==> src/rtl/write_back.sv <==
// MEM/WB pipeline latch and write-back data select; drives the register-file write port of decode.
// Latency: inputs captured on a clk edge appear on the outputs combinationally after that edge.
// Backpressure: in_enable=0 holds the latch (stall); in_flush=1 loads a bubble and overrides in_enable.
//
// Ports: clk/reset (async, active-high); in_* = MEM-stage results and control;
// RegWrite/write_data/write_register = register-file write port to decode.
// Optional feature: define WB_RETIRE_COUNT_EN to add the 32-bit out_retired counter port.
module write_back #(
    parameter int len = 32
) (
    input  logic           clk,
    input  logic           reset,
    input  logic           in_enable,
    input  logic           in_flush,
    input  logic           in_valid,
    input  logic [len-1:0] in_alu_result,
    input  logic [len-1:0] in_read_data,
    input  logic [len-1:0] in_pc_link,
    input  logic [4:0]     in_write_register,
    input  logic           in_RegWrite,
    input  logic           in_MemtoReg,
    input  logic           in_link,
    input  logic [1:0]     in_load_size,
    input  logic           in_load_unsigned,
`ifdef WB_RETIRE_COUNT_EN
    output logic [31:0]    out_retired,
`endif
    output logic           RegWrite,
    output logic [len-1:0] write_data,
    output logic [4:0]     write_register
);

    logic           valid_q,          valid_d;
    logic [len-1:0] alu_result_q,     alu_result_d;
    logic [len-1:0] read_data_q,      read_data_d;
    logic [len-1:0] pc_link_q,        pc_link_d;
    logic [4:0]     write_register_q, write_register_d;
    logic           reg_write_q,      reg_write_d;
    logic           mem_to_reg_q,     mem_to_reg_d;
    logic           link_q,           link_d;
    logic [1:0]     load_size_q,      load_size_d;
    logic           load_unsigned_q,  load_unsigned_d;

    // Next-state of the latch: flush beats enable; only valid/RegWrite need
    // clearing for a bubble, the data fields are simply held.
    always_comb begin
        valid_d          = valid_q;
        alu_result_d     = alu_result_q;
        read_data_d      = read_data_q;
        pc_link_d        = pc_link_q;
        write_register_d = write_register_q;
        reg_write_d      = reg_write_q;
        mem_to_reg_d     = mem_to_reg_q;
        link_d           = link_q;
        load_size_d      = load_size_q;
        load_unsigned_d  = load_unsigned_q;
        if (in_flush) begin
            valid_d     = 1'b0;
            reg_write_d = 1'b0;
        end else if (in_enable) begin
            valid_d          = in_valid;
            alu_result_d     = in_alu_result;
            read_data_d      = in_read_data;
            pc_link_d        = in_pc_link;
            write_register_d = in_write_register;
            reg_write_d      = in_RegWrite;
            mem_to_reg_d     = in_MemtoReg;
            link_d           = in_link;
            load_size_d      = in_load_size;
            load_unsigned_d  = in_load_unsigned;
        end
    end

    always_ff @(posedge clk or posedge reset) begin
        if (reset) begin
            valid_q          <= 1'b0;
            alu_result_q     <= '0;
            read_data_q      <= '0;
            pc_link_q        <= '0;
            write_register_q <= '0;
            reg_write_q      <= 1'b0;
            mem_to_reg_q     <= 1'b0;
            link_q           <= 1'b0;
            load_size_q      <= 2'b00;
            load_unsigned_q  <= 1'b0;
        end else begin
            valid_q          <= valid_d;
            alu_result_q     <= alu_result_d;
            read_data_q      <= read_data_d;
            pc_link_q        <= pc_link_d;
            write_register_q <= write_register_d;
            reg_write_q      <= reg_write_d;
            mem_to_reg_q     <= mem_to_reg_d;
            link_q           <= link_d;
            load_size_q      <= load_size_d;
            load_unsigned_q  <= load_unsigned_d;
        end
    end

    // Load extraction: little-endian lanes selected by the address offset.
    // Halfword uses offset[1] only; misaligned halves are not trapped.
    logic [7:0]     byte_lane;
    logic [15:0]    half_lane;
    logic [len-1:0] load_data;

    always_comb begin
        byte_lane = read_data_q[7:0];
        case (alu_result_q[1:0])
            2'd0: byte_lane = read_data_q[7:0];
            2'd1: byte_lane = read_data_q[15:8];
            2'd2: byte_lane = read_data_q[23:16];
            2'd3: byte_lane = read_data_q[31:24];
            default: byte_lane = read_data_q[7:0];
        endcase
        half_lane = alu_result_q[1] ? read_data_q[31:16] : read_data_q[15:0];

        load_data = read_data_q;
        case (load_size_q)
            2'b01: load_data = {{16{half_lane[15] & ~load_unsigned_q}}, half_lane};
            2'b10: load_data = {{24{byte_lane[7] & ~load_unsigned_q}}, byte_lane};
            default: load_data = read_data_q;   // word, and 11 treated as word
        endcase
    end

    always_comb begin
        if (link_q)
            write_data = pc_link_q;
        else if (mem_to_reg_q)
            write_data = load_data;
        else
            write_data = alu_result_q;
        write_register = write_register_q;
        // $0 is hardwired zero, so a write to it is dropped here rather than in decode.
        RegWrite = valid_q & reg_write_q & (write_register_q != 5'd0);
    end

`ifdef WB_RETIRE_COUNT_EN
    logic [31:0] retired_q, retired_d;

    // Counts only edges that actually capture a real instruction; wraps naturally.
    always_comb begin
        retired_d = retired_q;
        if (in_enable && !in_flush && in_valid)
            retired_d = retired_q + 32'd1;
    end

    always_ff @(posedge clk or posedge reset) begin
        if (reset)
            retired_q <= '0;
        else
            retired_q <= retired_d;
    end

    assign out_retired = retired_q;
`endif

endmodule

==> config.mk <==
export PLATFORM = sky130hd
export DESIGN_NAME = write_back
export DESIGN_NICKNAME = d
export VERILOG_FILES = /design/src/rtl/write_back.sv
export SDC_FILE = /design/constraint.sdc
export NUM_CORES = 1
export LEC_CHECK = 0
export ABC_AREA = 1
export ABC_CLOCK_PERIOD_IN_PS = 3830
export BUFFER_PORTS_ARGS = -buffer_cell sky130_fd_sc_hd__buf_2
export CAP_MARGIN = 10
export CORE_UTILIZATION = 45
export DETAILED_ROUTE_END_ITERATION = 10
export PLACE_DENSITY_LB_ADDON = 0.2
export SKIP_CTS_REPAIR_TIMING = 1
export SLEW_MARGIN = 10
export SYNTH_ARGS = -nofsm -noshare
export SYNTH_HDL_FRONTEND = slang
export SYNTH_SLANG_ARGS = --single-unit
==> constraint.sdc <==
create_clock -name clk -period 3.83 [get_ports clk]
set_input_delay 0.383 -clock clk [delete_from_list [all_inputs] [get_ports clk]]
set_output_delay 0.383 -clock clk [all_outputs]
set_load 0.005 [all_outputs]
# Word-level counts from Yosys, hierarchy flattened
# Cells that the tools add are included.
# totals
word_cells,34
output_inout_bits,38
regBits,108
input_bits,112
# op_classes
n_reduce_logical,4
n_bitwise,6
eq_ne,5
mux,9
# op_table
operator,n
two-way mux 32 bit,2
one-hot mux 32 bit (2 select lines),1
one-hot mux 8 bit (4 select lines),1
two-way mux 16 bit,1
"== test 2 bit, second input constant",3
nonzero test 5 bit,1
bitwise AND 1 bit,4
"== test 2 x 1 -> 1 bit, second input constant",2
two-way mux 1 bit,4
logical NOT 2 bit,1
inverter 1 bit,2
AND reduction 2 bit,1
nonzero test 2 bit,1

# Longest topological paths before layout
# depth
depth_word,6
mapped_depth,11

# Worst setup path after synthesis
# OpenSTA, ideal clock, no wires.
# synth_path
kind,register to output
from,reg load_size_q[0]
to,out write_data[12]
setup_slack_ps,2004
n_path_buf,2
t_arrival_ps,1443
path_stages_with_launch,9
cell_sequence,dfrtp_1 -> inv_1 -> ha_1 -> buf_2 -> clkbuf_1 -> a21oi_1 -> nand2_1 -> nand2_1 -> a21oi_1
# synth_between
elab_chain_len,4
word_cells_on_any_way,5
classes_between,eq/ne: 2; mux: 3
# synth_rtl
element,line_no,text
start: declaration,41,"logic [1:0] load_size_q, load_size_d;"
start signal: assignment,95,load_size_q <= load_size_d;
== test 2 bit / == test 2 x 1 -> 1 bit (equally long branches),118,case (load_size_q)
one-hot mux 32 bit (2 select lines) *,118,
two-way mux 32 bit *,128,else if (mem_to_reg_q)
two-way mux 32 bit *,126,if (link_q)
end: declaration,29,"output logic [len-1:0] write_data,"
# Mark *: on every way between the ends. The rest lies on a longest branch, timed or not.

# Worst setup path after layout
# layout_path
from,reg load_size_q[0]
to,out write_data[4]
# The elaborated chain is that of the path after synthesis.

==> impl_metrics.yaml <==
status:
  status: "complete, but fails checks"
  violations: "DRC"
sta:
  layout_setup_ws_ns: 0.952
  worst_pin_slew_ns: 0.946
  relSlewSlack_pct: 36.9
  period_needed_ns: 2.88
  finalCritPeriodShare_pct: 75.1
  clock_skew_ns: 0
  tns_ns: 0
  fmax_mhz: 348
  slew_violations: 0
  setup_viol: 0
  rsz0062_at_grt: "no"
  hold_viol: 0
  timing.hold.ws_ns: 0.136
cts:
  htree_levels: 3
  clk_path_buf_depth: 2
  clockRootBuffer: "clkbuf_16"
  cts_sinks: 108
  cts_made_buffers: 9
  clk_latency_ns: 0.35
  cts_tree: "yes"
  path_clk_slew_ns: 0.07
yosys:
  synth-adder-area-share_pct: 0.462
  seq_area_frac_synth_pct: 49.9
  synth_xor_area_share_pct: 0
  yosys.area_share.simple_pct: 16.6
  synth_top_family_by_area: "multiplexers"
  postSynthAreaPerCell_um2: 8.99
  synthCells: 602
  synthTopCellsByArea: "dfrtp_1 50%, mux2_2 17%, nand2_1 9.5%"
  synthMuxAreaShare_pct: 17.1
  ys.warnings.count: 0
  yosysUniqueCellTypes: 20
  ys_seq_elements: 108
  synth_nets: 716
  mappedNetlistArea_mm2: 0.00541
  synth_compound_area_share_pct: 10.3
  synth_top_area_share_pct: 49.9
  yosysTopAreaCell: "dfrtp_1"
detailed_routing:
  drt_iter0_markers: 238
  wl_per_cell_um: 15.7
  first_pass_iters: 10
  postRouteAntennaNets: 0
  drc: 7
  vias: 4583
  finalWirelength_mm: 13.8
  vias_per_cell: 5.20
global_routing:
  grt_start_max_net_pins: 74
  grt_pass1_wl_mm: 22.4
  first_global_vias: 4505
  antenna_found_initial: 0
  grt-ovfl-total: 0
  grtUsageTotal_pct: 23.1
setup_path:
  crit_type: "reg -> out"
  worst_setup_path_start_kind: "flop"
  required_ns: 3.45
  arrival_ns: 2.49
  path_max_fanout: 20
  cp-end-kind: "output pin"
power:
  p_total_mw: 3.27
  power_density_mw_per_mm2: 497
  p_leak_nw: 3.35
  ir_drop_v: 0.000254
floorplanning:
  num_io_pins: 150
  start_util_pct: 46.8
  rows: 39
  die_w_um: 112
  dieArea_mm2: 0.0125
  core_area_mm2: 0.0116
  fp.dieH_um: 112
worst_hold_path:
  min_path_type: "in -> async"
place:
  dp_slack_ns: 1.34
  place_inst: 865
  gp_congestion: 0.889
  dpl.hpwl_mm: 9.95
  io_buffer_count: 149
job:
  cap_violations: 0
cells_and_area:
  syn_to_final_growth_pct: 21.5
  drive_gt1_share_pct: 35.8
  diodes: 0
  layout.nets: 847
  finalNonFillerCells: 881
## state kept, by name (all words and copies together) (netlist names)
name and flops:
alu_result_q 32, pc_link_q 32, read_data_q 32, write_register 5, load_size_q 2, link_q 1, load_unsigned_q 1, mem_to_reg_q 1
reg_write_q 1, valid_q 1
## cells in the mapped netlist
master,n
nand2_4,1
nor3_1,1
nand3_1,15
clkinv_1,2
a21oi_1,87
nor2_1,72
nand2_2,3
o21bai_1,2
nand2_1,137
buf_1,2
inv_2,1
mux2_2,82
clkbuf_1,16
buf_6,3
ha_1,2
inv_1,30
o21ai_0,21
buf_2,16
dfrtp_1,108
or2_2,1
## cell usage in the layout (no fill, tap or decap)
cell / Yosys / routed
buf_2: 16 / 149
nand2_1: 137 / 136
dfrtp_1: 108 / 107
a21oi_1: 87 / 87
mux2_2: 82 / 82
nor2_1: 72 / 72
inv_1: 30 / 29
o21ai_0: 21 / 21
nand3_1: 15 / 15
clkbuf_16: 0 / 9
buf_4: 0 / 7
nand2_2: 3 / 3
clkbuf_8: 0 / 3
nand2_4: 1 / 2
o21bai_1: 2 / 2
clkinv_1: 2 / 2
ha_1: 2 / 2
clkinv_2: 0 / 2
bufinv_16: 0 / 2
inv_2: 1 / 1
nor3_1: 1 / 1
inv_4: 0 / 1
or2_2: 1 / 1
dfrtp_2: 0 / 1
buf_12: 0 / 1
## logic make-up (layout without fill, tap and decap cells)
group | after synthesis | after routing
AND/OR/NAND/NOR | 230 | 230
AO/OA/AOI/OAI | 110 | 110
flip-flops | 108 | 108
multiplexers | 82 | 82
buffers and inverters | 70 | 206
adder cells (fa/ha/maj) | 2 | 2
## critical path, cell delays in order, from the launching register on
cell	delay (ns)
dfrtp_1	0.35
inv_1	0.06
ha_1	0.65
clkinv_1	0.36
o21ai_0	0.28
nand2_1	0.12
nand3_1	0.10
nand2_1	0.06
nand2_1	0.06
buf_2	0.10
## final timing paths
kind / from / to / slack (ns) / depth (start not counted)
hold reg to reg: pc_link_q[9]$_DFFE_PP0P_ / pc_link_q[9]$_DFFE_PP0P_ / 0.51 / 1
min in group clk: in_read_data[29] / read_data_q[29]$_DFFE_PP0P_ / 0.25 / 2
max in group asynchronous: reset / alu_result_q[23]$_DFFE_PP0P_ / 2.96 / 3
hold / removal: reset / read_data_q[0]$_DFFE_PP0P_ / 0.14 / 2
setup / recovery: load_size_q[0]$_DFFE_PP0P_ / write_data[4] / 0.95 / 9
setup reg to reg: alu_result_q[1]$_DFFE_PP0P_ / alu_result_q[1]$_DFFE_PP0P_ / 2.46 / 2
## power by group
part | internal (mW) | leakage (nW) | switching, mW
Sequential | 1.30 | 1.25 | 0.111
Clock | 0.625 | 0.169 | 0.412
Combinational | 0.368 | 1.93 | 0.450
Total | 2.29 | 3.35 | 0.973
## stage by stage
step | area [um^2] | util, %
final | 6580 | 56.9
after global routing | 6580 | 56.9
after CTS | 6580 | 56.9
after detailed placement | 6240 | 54.0
after global placement | 6240 | 54.0
after floorplan | 5410 | -
## final cells by class
type	instances	area (um^2)
clock buffer	12	267
tap	143	179
fill	1082	4990
multi-input combinational	424	2410
clock inverter	4	70.1
sequential	108	2700
timing repair buffer	157	818
inverter	33	126
## routing by layer
layer,routed length (um),part of all wire [%],up-vias,GRT usage [%]
li1,-,-,2239,-
met1,6240,45,2195,29.9
met2,6510,47,133,37.8
met3,824,6.0,16,5.01
met4,236,1.7,0,9.10
met5,0,0,-,0
(Power assumes the default switching activity.)
